===== config.mk =====
export PLATFORM = sky130hd
export DESIGN_NAME = cpu_trace_buffer_flat
export DESIGN_NICKNAME = d
export VERILOG_FILES = /design/src/rtl/cpu_trace_buffer_if.sv /design/src/rtl/cpu_trace_buffer.sv /design/src/flat_wrapper.sv
export SDC_FILE = /design/constraint.sdc
export NUM_CORES = 1
export LEC_CHECK = 0
export BUFFER_PORTS_ARGS = -buffer_cell sky130_fd_sc_hd__buf_2
export CAP_MARGIN = 20
export CORE_AREA = 4 4 173 125
export DETAILED_ROUTE_END_ITERATION = 7
export DIE_AREA = 0 0 177 129
export PLACE_DENSITY = 0.64
export SLEW_MARGIN = 20
export SYNTH_ARGS = -nofsm -noshare
export SYNTH_HDL_FRONTEND = slang
export SYNTH_SLANG_ARGS = --single-unit

===== constraint.sdc =====
create_clock -name clk -period 3 [get_ports clk]
set_input_delay 0.6 -clock clk [delete_from_list [all_inputs] [get_ports clk]]
set_output_delay 0.6 -clock clk [all_outputs]
set_load 0.03 [all_outputs]

===== src/rtl/cpu_trace_buffer_if.sv =====
// Trace capture bus: retired-instruction feed in, oldest-first readout stream out.
interface cpu_trace_buffer_if #(
  parameter int PC_W   = 4,
  parameter int INST_W = 8,
  parameter int DATA_W = 4
);
  logic                           trace_valid;
  logic [PC_W-1:0]                trace_pc;
  logic [INST_W-1:0]              trace_inst;
  logic [DATA_W-1:0]              trace_result;
  logic                           rd_valid;
  logic                           rd_ready;
  logic [PC_W+INST_W+DATA_W-1:0]  rd_data;
  logic                           rd_last;

  // Core feed and trace consumer side
  modport master (
    output trace_valid, trace_pc, trace_inst, trace_result, rd_ready,
    input  rd_valid, rd_data, rd_last
  );

  // Trace buffer side
  modport slave (
    input  trace_valid, trace_pc, trace_inst, trace_result, rd_ready,
    output rd_valid, rd_data, rd_last
  );
endinterface


===== src/rtl/cpu_trace_buffer.sv =====
// Circular execution-trace buffer: captures {pc, inst, result} while armed,
// stops post_count entries after a trigger, then streams the window oldest-first.
module cpu_trace_buffer #(
  parameter int PC_W   = 4,
  parameter int INST_W = 8,
  parameter int DATA_W = 4,
  parameter int DEPTH  = 8,
  localparam int PTR_W = $clog2(DEPTH)
) (
  input  logic               clk,
  input  logic               reset,
  cpu_trace_buffer_if.slave  bus,
  input  logic               arm,
  input  logic               trig_pc_en,
  input  logic [PC_W-1:0]    trig_pc,
  input  logic               force_trig,
  input  logic [PTR_W-1:0]   post_count,
  output logic [1:0]         state,
  output logic [PTR_W:0]     fill,
  output logic               wrapped
);
  localparam int ENT_W = PC_W + INST_W + DATA_W;

  localparam logic [1:0] ST_IDLE  = 2'd0;
  localparam logic [1:0] ST_ARMED = 2'd1;
  localparam logic [1:0] ST_POST  = 2'd2;
  localparam logic [1:0] ST_DONE  = 2'd3;

  localparam logic [PTR_W-1:0] PTR_ZERO  = PTR_W'(1'b0);
  localparam logic [PTR_W-1:0] PTR_ONE   = PTR_W'(1'b1);
  localparam logic [PTR_W:0]   FILL_ZERO = (PTR_W+1)'(1'b0);
  localparam logic [PTR_W:0]   FILL_ONE  = (PTR_W+1)'(1'b1);
  localparam logic [PTR_W:0]   FILL_TWO  = (PTR_W+1)'(2'd2);
  localparam logic [PTR_W:0]   FILL_FULL = (PTR_W+1)'(DEPTH);

  logic [1:0]        state_q, state_d;
  logic [PTR_W-1:0]  wr_ptr_q, wr_ptr_d;
  logic [PTR_W-1:0]  rd_ptr_q, rd_ptr_d;
  logic [PTR_W:0]    fill_q, fill_d;
  logic              wrapped_q, wrapped_d;
  logic [PTR_W-1:0]  remaining_q, remaining_d;
  logic [PTR_W:0]    rd_cnt_q, rd_cnt_d;
  logic              rd_valid_q, rd_valid_d;
  logic              rd_last_q, rd_last_d;
  logic [ENT_W-1:0]  rd_data_q, rd_data_d;
  logic [ENT_W-1:0]  mem_q [DEPTH];

  logic              trig_s;
  logic              wr_en_s;
  logic [ENT_W-1:0]  entry_s;
  logic [PTR_W-1:0]  rd_start_s;
  logic [PTR_W-1:0]  rd_next_s;

  assign trig_s     = force_trig | (bus.trace_valid & trig_pc_en & (bus.trace_pc == trig_pc));
  assign wr_en_s    = ~arm & bus.trace_valid & ((state_q == ST_ARMED) | (state_q == ST_POST));
  assign entry_s    = {bus.trace_pc, bus.trace_inst, bus.trace_result};
  // Once wrapped, the oldest surviving entry sits where the next write would land
  assign rd_start_s = wrapped_q ? wr_ptr_q : PTR_ZERO;
  assign rd_next_s  = rd_ptr_q + PTR_ONE;

  // State and datapath registers with asynchronous active-low reset
  always_ff @(posedge clk or negedge reset) begin
    if (!reset) begin
      state_q     <= ST_IDLE;
      wr_ptr_q    <= PTR_ZERO;
      rd_ptr_q    <= PTR_ZERO;
      fill_q      <= FILL_ZERO;
      wrapped_q   <= 1'b0;
      remaining_q <= PTR_ZERO;
      rd_cnt_q    <= FILL_ZERO;
      rd_valid_q  <= 1'b0;
      rd_last_q   <= 1'b0;
      rd_data_q   <= {ENT_W{1'b0}};
    end else begin
      state_q     <= state_d;
      wr_ptr_q    <= wr_ptr_d;
      rd_ptr_q    <= rd_ptr_d;
      fill_q      <= fill_d;
      wrapped_q   <= wrapped_d;
      remaining_q <= remaining_d;
      rd_cnt_q    <= rd_cnt_d;
      rd_valid_q  <= rd_valid_d;
      rd_last_q   <= rd_last_d;
      rd_data_q   <= rd_data_d;
    end
  end

  // Trace storage; contents need no reset since fill/wrapped qualify them
  always_ff @(posedge clk) begin
    if (wr_en_s) begin
      mem_q[wr_ptr_q] <= entry_s;
    end
  end

  // Next-state logic; arm restarts capture from any state
  always_comb begin
    state_d = state_q;
    if (arm) begin
      state_d = ST_ARMED;
    end else begin
      case (state_q)
        ST_IDLE:  state_d = ST_IDLE;
        ST_ARMED: begin
          if (trig_s) begin
            state_d = (post_count == PTR_ZERO) ? ST_DONE : ST_POST;
          end else begin
            state_d = ST_ARMED;
          end
        end
        ST_POST: begin
          if (bus.trace_valid && (remaining_q == PTR_ONE)) begin
            state_d = ST_DONE;
          end else begin
            state_d = ST_POST;
          end
        end
        ST_DONE: begin
          if (!rd_valid_q) begin
            state_d = (fill_q == FILL_ZERO) ? ST_IDLE : ST_DONE;
          end else if (bus.rd_ready && rd_last_q) begin
            state_d = ST_IDLE;
          end else begin
            state_d = ST_DONE;
          end
        end
        default: state_d = ST_IDLE;
      endcase
    end
  end

  // Capture pointers, post-trigger countdown and readout stream
  always_comb begin
    wr_ptr_d    = wr_ptr_q;
    rd_ptr_d    = rd_ptr_q;
    fill_d      = fill_q;
    wrapped_d   = wrapped_q;
    remaining_d = remaining_q;
    rd_cnt_d    = rd_cnt_q;
    rd_valid_d  = rd_valid_q;
    rd_last_d   = rd_last_q;
    rd_data_d   = rd_data_q;
    if (arm) begin
      wr_ptr_d    = PTR_ZERO;
      rd_ptr_d    = PTR_ZERO;
      fill_d      = FILL_ZERO;
      wrapped_d   = 1'b0;
      remaining_d = PTR_ZERO;
      rd_cnt_d    = FILL_ZERO;
      rd_valid_d  = 1'b0;
      rd_last_d   = 1'b0;
    end else begin
      if (wr_en_s) begin
        wr_ptr_d  = wr_ptr_q + PTR_ONE;
        fill_d    = (fill_q == FILL_FULL) ? FILL_FULL : fill_q + FILL_ONE;
        wrapped_d = wrapped_q | (fill_q == FILL_FULL);
      end else begin
        wr_ptr_d  = wr_ptr_q;
      end
      case (state_q)
        ST_ARMED: begin
          if (trig_s) begin
            remaining_d = post_count;
          end else begin
            remaining_d = remaining_q;
          end
        end
        ST_POST: begin
          if (bus.trace_valid) begin
            remaining_d = remaining_q - PTR_ONE;
          end else begin
            remaining_d = remaining_q;
          end
        end
        ST_DONE: begin
          if (!rd_valid_q) begin
            if (fill_q != FILL_ZERO) begin
              rd_valid_d = 1'b1;
              rd_ptr_d   = rd_start_s;
              rd_data_d  = mem_q[rd_start_s];
              rd_cnt_d   = fill_q;
              rd_last_d  = (fill_q == FILL_ONE);
            end else begin
              rd_valid_d = 1'b0;
            end
          end else if (bus.rd_ready) begin
            if (rd_last_q) begin
              rd_valid_d = 1'b0;
              rd_last_d  = 1'b0;
            end else begin
              rd_ptr_d   = rd_next_s;
              rd_data_d  = mem_q[rd_next_s];
              rd_cnt_d   = rd_cnt_q - FILL_ONE;
              rd_last_d  = (rd_cnt_q == FILL_TWO);
            end
          end else begin
            rd_valid_d = rd_valid_q;
          end
        end
        default: remaining_d = remaining_q;
      endcase
    end
  end

  assign state        = state_q;
  assign fill         = fill_q;
  assign wrapped      = wrapped_q;
  assign bus.rd_valid = rd_valid_q;
  assign bus.rd_last  = rd_last_q;
  assign bus.rd_data  = rd_data_q;
endmodule


===== src/flat_wrapper.sv =====
// flat-port wrapper written by rule: the top's interface ports become plain ports
module cpu_trace_buffer_flat 
#(
  parameter int PC_W   = 4,
  parameter int INST_W = 8,
  parameter int DATA_W = 4,
  parameter int DEPTH  = 8,
  localparam int PTR_W = $clog2(DEPTH)
)
  (clk, reset, arm, trig_pc_en, trig_pc, force_trig, post_count, state, fill, wrapped, bus_trace_valid, bus_trace_pc, bus_trace_inst, bus_trace_result, bus_rd_ready, bus_rd_valid, bus_rd_data, bus_rd_last);
  cpu_trace_buffer_if #(.PC_W(PC_W), .INST_W(INST_W), .DATA_W(DATA_W)) bus_i ();
  input  logic clk;
  input  logic reset;
  input  logic arm;
  input  logic trig_pc_en;
  input  logic [PC_W-1:0] trig_pc;
  input  logic force_trig;
  input  logic [PTR_W-1:0] post_count;
  output logic [1:0] state;
  output logic [PTR_W:0] fill;
  output logic wrapped;
  input wire logic [$bits(bus_i.trace_valid)-1:0] bus_trace_valid;
  input wire logic [$bits(bus_i.trace_pc)-1:0] bus_trace_pc;
  input wire logic [$bits(bus_i.trace_inst)-1:0] bus_trace_inst;
  input wire logic [$bits(bus_i.trace_result)-1:0] bus_trace_result;
  input wire logic [$bits(bus_i.rd_ready)-1:0] bus_rd_ready;
  output wire logic [$bits(bus_i.rd_valid)-1:0] bus_rd_valid;
  output wire logic [$bits(bus_i.rd_data)-1:0] bus_rd_data;
  output wire logic [$bits(bus_i.rd_last)-1:0] bus_rd_last;
  assign bus_i.trace_valid = bus_trace_valid;
  assign bus_i.trace_pc = bus_trace_pc;
  assign bus_i.trace_inst = bus_trace_inst;
  assign bus_i.trace_result = bus_trace_result;
  assign bus_i.rd_ready = bus_rd_ready;
  assign bus_rd_valid = bus_i.rd_valid;
  assign bus_rd_data = bus_i.rd_data;
  assign bus_rd_last = bus_i.rd_last;
  cpu_trace_buffer #(.PC_W(PC_W), .INST_W(INST_W), .DATA_W(DATA_W), .DEPTH(DEPTH)) u_core (.clk(clk), .reset(reset), .bus(bus_i), .arm(arm), .trig_pc_en(trig_pc_en), .trig_pc(trig_pc), .force_trig(force_trig), .post_count(post_count), .state(state), .fill(fill), .wrapped(wrapped));
endmodule

==> results of run 1 <==
[metrics by stage]
| stage | hold WS [ps] | cells | instance area (sq um) |
|---|---|---|---|
| after floorplan | 304.4 | 568 | 8035 |
| after global placement | 499.5 | 875 | 8671 |
| after global routing | 224.4 | 907 | 9258 |
| after CTS | 191.6 | 907 | 9258 |
| after detailed placement | 509.2 | 875 | 8671 |
| final | 182.2 | 907 | 9258 |
[state kept, by name, indices dropped and copies added, names as in the netlist]
register,count
u_core.mem_q,128
u_core.bus.rd_data,16
u_core.fill,4
u_core.rd_cnt_q,4
u_core.rd_ptr_q,3
u_core.remaining_q,3
u_core.wr_ptr_q,3
u_core.state,2
u_core.bus.rd_last,1
u_core.bus.rd_valid,1
u_core.wrapped,1
[worst max-delay path: stages (launching register included)]
cell and delay (ps):
dfrtp_1 400, inv_1 80, ha_1 280, nand2_1 130, or3_1 440, nor3_2 380, buf_4 350
[cell usage after synthesis, types with 2 or more instances]
cell      instances  area (sq um)
and2_1            2         12.51
nand4b_1          2         17.52
nor2b_1          25         156.4
nor4b_1           3         26.28
nand3_1          15         75.07
buf_1             3         11.26
a21oi_1          17         85.08
a211oi_1         32         240.2
buf_4             6         45.04
clkbuf_1         19         71.32
dfrtp_1          38         950.9
mux4_2           39         878.3
nand2_1          28         105.1
a22o_1            6         52.55
edfxtp_1        128          3844
a31oi_1          16         100.1
xnor2_1           4         35.03
xor2_1            6         52.55
a311o_1           8         80.08
inv_1            12         45.04
nor2_1           42         157.7
nand2b_1          5         31.28
and2_0            4         25.02
a211o_1          11         96.34
a311oi_1          6         52.55
a22oi_1           5         37.54
o21ai_0           4         20.02
a221oi_1         12         105.1
mux2i_1          20         200.2
buf_2            13         65.06
nor3_1            6         30.03
buf_6             5         56.30
ha_1             13         162.7
[logic make-up after synthesis]
group / synth area share (%)
buffers and inverters: 3.659
XOR/XNOR: 1.090
multiplexers: 13.42
adder cells (fa/ha/maj): 2.024
AO/OA/AOI/OAI: 11.30
flip-flops: 59.67
AND/OR/NAND/NOR: 8.829
[power by group]
part | switching (mW) | internal, mW | total, mW
logic | 0.484 | 0.245 | 0.728
registers | 0.106 | 2.61 | 2.72
clock network | 0.867 | 1.33 | 2.20
[layer usage]
layer	vias to the layer above	global-route usage, %
met5	-	0
li1	2345	-
met3	22	3.789
met1	2651	25.04
met4	0	5.821
met2	175	27.14
[worst min path at each step]
stage / start / end / slack, ps / cells after the start
after global placement: u_core.rd_ptr_q[1]$_DFFE_PN0P_ / u_core.rd_ptr_q[1]$_DFFE_PN0P_ / 500 / 1
after floorplan: reset / u_core.bus.rd_data[0]$_DFFE_PN0P_ / 300 / 0
after global routing: reset / u_core.bus.rd_valid$_DFFE_PN0N_ / 220 / 1
after detailed placement: u_core.rd_ptr_q[2]$_DFFE_PN0P_ / u_core.rd_ptr_q[2]$_DFFE_PN0P_ / 510 / 1
final: reset / u_core.wr_ptr_q[2]$_DFFE_PN0P_ / 180 / 1
after CTS: reset / u_core.fill[1]$_DFFE_PN0P_ / 190 / 1
[layout make-up]
type	count	share of cell area, %
sequential	166	51.80
clock buffer	23	4.947
timing repair buffer	83	5.676
clock inverter	9	1.392
tap	270	3.649
multi-input combinational	344	32.04
inverter	12	0.4866
==> impl_metrics.csv, run 1 <==
group,metric,value,unit
outcome,status,"complete, no violations",
die,dieHeight,129,um
routing,wl_met2,8892,um
sta,finalMaxSlewViolations,0,
worst_setup_path,rr_endpoint,"u_core.mem_q[0][8]$_DFFE_PP_",
finish,final_common_cell,"edfxtp_1",
sta,worst_pin_slew,770.0,ps
grt,grt_max_degree,59,
finish,syn_to_final_growth,15.21,%
sta,setup_viol,0,
die,core,19750,sq um
clocking,post-cts-setup-buffer-count,0,
finish,antennaDiodeCount,0,
die,rows,43,
clocking,ctsResizeCount,0,
synth,synth_area_per_cell,14.15,sq um
grt,grt_pass1_vias,5223,
die,fp.dieW,177,um
die,start_util,40.69,%
placed_design,dp_hpwl,12580,um
sta,fin_skew,8.385,ps
grt,antenna_found_initial,0,
pwr,total_power,5.640,mW
routing,drcViolationCount,0,
sta,fin_crit_sh,79.82,%
pwr,peakVddDrop,413.3,uV
placed_design,pre_cts_slack,602.1,ps
clocking,hold_buffers,0,
die,io_pins,55,
routing,wire_per_inst,21.41,um
min_path,min_path_type,"in -> async",
sta,rsz0062_at_grt,"false",
routing,drt_wl_total,19420,um
clocking,cts_root_buf,"clkbuf_16",
finish,final_cell_mix,"edfxtp_1 (128), buf_2 (54), nor2_1 (42)",
clocking,cts_sinks,166,
routing,highest_layer,"met4",
worst_setup_path,ff2ff_path_depth,6,
routing,wl_met3,1091,um
sta,post-route-min-period,2395,ps
synth,synth_nets,611,
worst_setup_path,worstPathArrival,2500,ps
worst_setup_path,cp-end-kind,"flop",
grt,grt_overflow,0,
synth,synth_seq_cells,166,
synth,synth-edff-count,128,
routing,vias,5193,
routing,met1Wirelength,9149,um
routing,first_pass_iters,4,
clocking,cts_tree,"built",
worst_setup_path,startpoint_type,"flop",
synth,ys_types,46,
sta,maxSlewHeadroom,48.48,%
routing,drt_iter0_markers,420,
worst_setup_path,crit_path_start,"u_core.state[1]$_DFF_PN0_",
finish,multi_input_area,2967,sq um
finish,final_core_util,46.89,%
clocking,path_clk_slew,60,ps
clocking,htree_num_levels,4,
placed_design,io_buffers,54,
sta,final.setup.worst_slack,605.3,ps
worst_setup_path,rrSetupSlack,610,ps
clocking,cts_buffers,17,
routing,vias_per_cell,5.725,
synth,ys_dominant_reg_cell,"edfxtp_1",
finish,drive_above_1_share,24.96,%
grt,grt_pass1_wl,30100,um
synth,ys.warnings.count,0,
finish,fillers,1726,
placed_design,gp_congestion,0.7864,
synth,yosysSeqAreaShare,59.67,%
run,drv_cap,0,
routing,ant_nets,0,
clocking,clock_latency,430,ps
worst_setup_path,crit_fanout,12,
worst_setup_path,crit_end,"u_core.mem_q[0][8]$_DFFE_PP_",
pwr,p_leak,3.314,nW
sta,tns,0,ps
clocking,clock_path_buffers,2,
worst_setup_path,r2r_start,"u_core.state[1]$_DFF_PN0_",
sta,hold_violations,0,
worst_setup_path,worstPathRequired,3110,ps
sta,max_freq,417.6,MHz
finish,nNetsFinal,667,
worst_setup_path,crit_type,"reg -> reg",
die,die_area,22830,sq um
synth,ys_async_sr_fraction,22.89,%
synth,synth_area,8035,sq um
grt,grt_usage,17.57,%
synth,synthCells,568,
finish,regArea,4796,sq um
pwr,p_per_area,609.2,nW/um^2
No activity file was read; power rests on OpenSTA's default activity.
==> run 2: changes to the inputs <==
PLACE_DENSITY = 0.62   (was 0.64)
clock period = 2.37 ns   (was 3 ns; I/O delays follow)
==> run 2 against run 1 <==
  * Die area did not move
  * Combinational power rose by 30%
  * Non-clock buffer count rose by 9
  * Final cell count rose by 0.88%
  * Highest routed layer is now met5
  * Clock-buffer cell count fell by 2
==> impl_metrics.csv, run 2 (synthesized netlist as in run 1, its figures left out) <==
group,metric,value,unit
grt,grt_pass1_vias,5629,
sta,fin_skew,7.908,ps
routing,drt_wl_total,20610,um
placed_design,dp_hpwl,13150,um
clocking,post-cts-setup-buffer-count,0,
placed_design,dp.cells,884,
outcome,status,"complete, no violations",
worst_setup_path,worstPathArrival,2460,ps
die,die_area,22830,sq um
worst_setup_path,crit_chain,"ha_2, buf_12, mux4_2, a221oi_1, a31oi_1",
pwr,p_sw_share,26.40,%
die,core,19750,sq um
finish,antennaDiodeCount,0,
finish,top_register,"u_core.mem_q",
worst_setup_path,startpoint_type,"flop",
finish,final_cell_mix,"edfxtp_1 (128), buf_2 (54), nor2_1 (41)",
clocking,clock_path_buffers,2,
die,rows,43,
pwr,p_switching,1.850,mW
routing,ant_nets,0,
finish,finalNonFillerCells,915,
grt,antenna_found_initial,1,
worst_setup_path,critPathTopFamily,"multiplexers",
sta,worst_pin_slew,850.6,ps
die,start_util,40.69,%
routing,drcViolationCount,0,
worst_setup_path,crit_slowest_cell,"mux4_2",
die,fp.dieW,177,um
grt,grt_pass1_wl,32020,um
pwr,p_per_area,749.5,nW/um^2
finish,largest_reg_flops,128,
clocking,ctsResizeCount,0,
worst_setup_path,cp-end-kind,"flop",
pwr,p_leak,3.357,nW
sta,finalMaxSlewViolations,0,
grt,grt_overflow,0,
pwr,combPwrFrac,13.5,%
routing,drt_iter0_markers,505,
grt,grt_max_degree,50,
pwr,p_int,5.158,mW
worst_setup_path,crit_type,"reg -> reg",
pwr,total_power,7.008,mW
sta,maxSlewHeadroom,43.29,%
finish,drive_above_1_share,25.89,%
finish,syn_to_final_growth,16.37,%
routing,first_pass_iters,6,
clocking,path_clk_slew,60,ps
pwr,peakVddDrop,468.5,uV
die,dieHeight,129,um
finish,final_common_cell,"edfxtp_1",
die,io_pins,55,
worst_setup_path,critPathMaxStageDelay,540,ps
sta,hold_violations,0,
clocking,cts_root_buf,"clkbuf_16",
min_path,min_path_type,"in -> async",
routing,wire_per_inst,22.52,um
pwr,power_frac_seq,49.0,%
sta,post-route-min-period,2166,ps
routing,vias,5442,
clocking,hold_buffers,0,
pwr,clockPowerShare,37.5,%
worst_setup_path,path_buf_inv,1,
clocking,cts_buffers,17,
clocking,cts_sinks,166,
routing,vias_per_cell,5.948,
clocking,clock_latency,430,ps
sta,rsz0062_at_grt,"false",
sta,max_freq,461.6,MHz
placed_design,gp_congestion,0.8143,
worst_setup_path,crit_fanout,16,
clocking,htree_num_levels,4,
finish,nNetsFinal,676,
worst_setup_path,worstPathRequired,2660,ps
sta,setup_viol,0,
placed_design,io_buffers,54,
worst_setup_path,rrSetupSlack,200,ps
clocking,cts_tree,"built",
grt,grt_usage,18.58,%
run,drv_cap,0,
sta,fin_crit_sh,91.41,%
## run 2: cell count changes in the layout (fill, tap and decap cells not counted)
cell / change
buf_12: +5
buf_4: +4
clkinv_1: +2
bufinv_16: -1
clkbuf_1: -1
clkbuf_8: -1
clkinv_4: -1
inv_6: +1
nor2_1: -1
nor2_2: +1
## run 2: metrics by stage
| stage | utilization [%] | worst slack (ps) | area [sq um] | hold WS (ps) | TNS, ps |
|---|---|---|---|---|---|
| after global placement | 44.59 | 339.5 | 8803 | 496.9 | 0 |
| after detailed placement | 44.59 | 242.1 | 8803 | 519.2 | 0 |
| after floorplan | - | -156.4 | 8048 | 178.4 | -6781 |
| after global routing | 47.35 | 131.2 | 9350 | 194.9 | 0 |
| after CTS | 47.35 | 208.1 | 9350 | 174.7 | 0 |
| final | 47.35 | 203.6 | 9350 | 153.4 | 0 |
## run 2: power by group through the flow
| stage | Sequential [mW] | Clock, mW | Combinational [mW] |
|---|---|---|---|
| after floorplan | 3.70 | 0 | 0.386 |
| after global placement | 3.48 | 0 | 0.936 |
| after detailed placement | 3.49 | 0 | 0.957 |
| after CTS | 3.43 | 2.66 | 0.960 |
| after global routing | 3.45 | 2.78 | 1.03 |
| final | 3.43 | 2.63 | 0.948 |
## run 2: worst paths after layout
path                                                start                                 end  cells after the start
min                                                 reset   u_core.bus.rd_data[4]$_DFFE_PN0P_                      1
min reg2reg                u_core.rd_ptr_q[1]$_DFFE_PN0P_      u_core.rd_ptr_q[1]$_DFFE_PN0P_                      1
max                        u_core.rd_ptr_q[1]$_DFFE_PN0P_  u_core.bus.rd_data[14]$_DFFE_PN0P_                      5
max reg2reg                u_core.rd_ptr_q[1]$_DFFE_PN0P_  u_core.bus.rd_data[14]$_DFFE_PN0P_                      5
min in group clk                                      arm      u_core.wr_ptr_q[1]$_DFFE_PN0P_                      2
max in group asynchronous                           reset      u_core.rd_cnt_q[3]$_DFFE_PN0P_                      2
## run 2: cell type report
cell class | count | area (sq um)
fill | 1680 | 10400
sequential | 166 | 4796
multi-input combinational | 344 | 2969
timing repair buffer | 92 | 655.6
clock buffer | 21 | 440.4
tap | 270 | 337.8
clock inverter | 10 | 106.4
inverter | 12 | 45.04
## run 2: routing by layer
layer | GRT usage, % | share of wire, % | wire, um
met1 | 25.49 | 43 | 8958
met2 | 29.82 | 47 | 9648
met3 | 3.965 | 8.1 | 1676
met4 | 6.276 | 1.5 | 318
met5 | 0 | 0.034 | 7
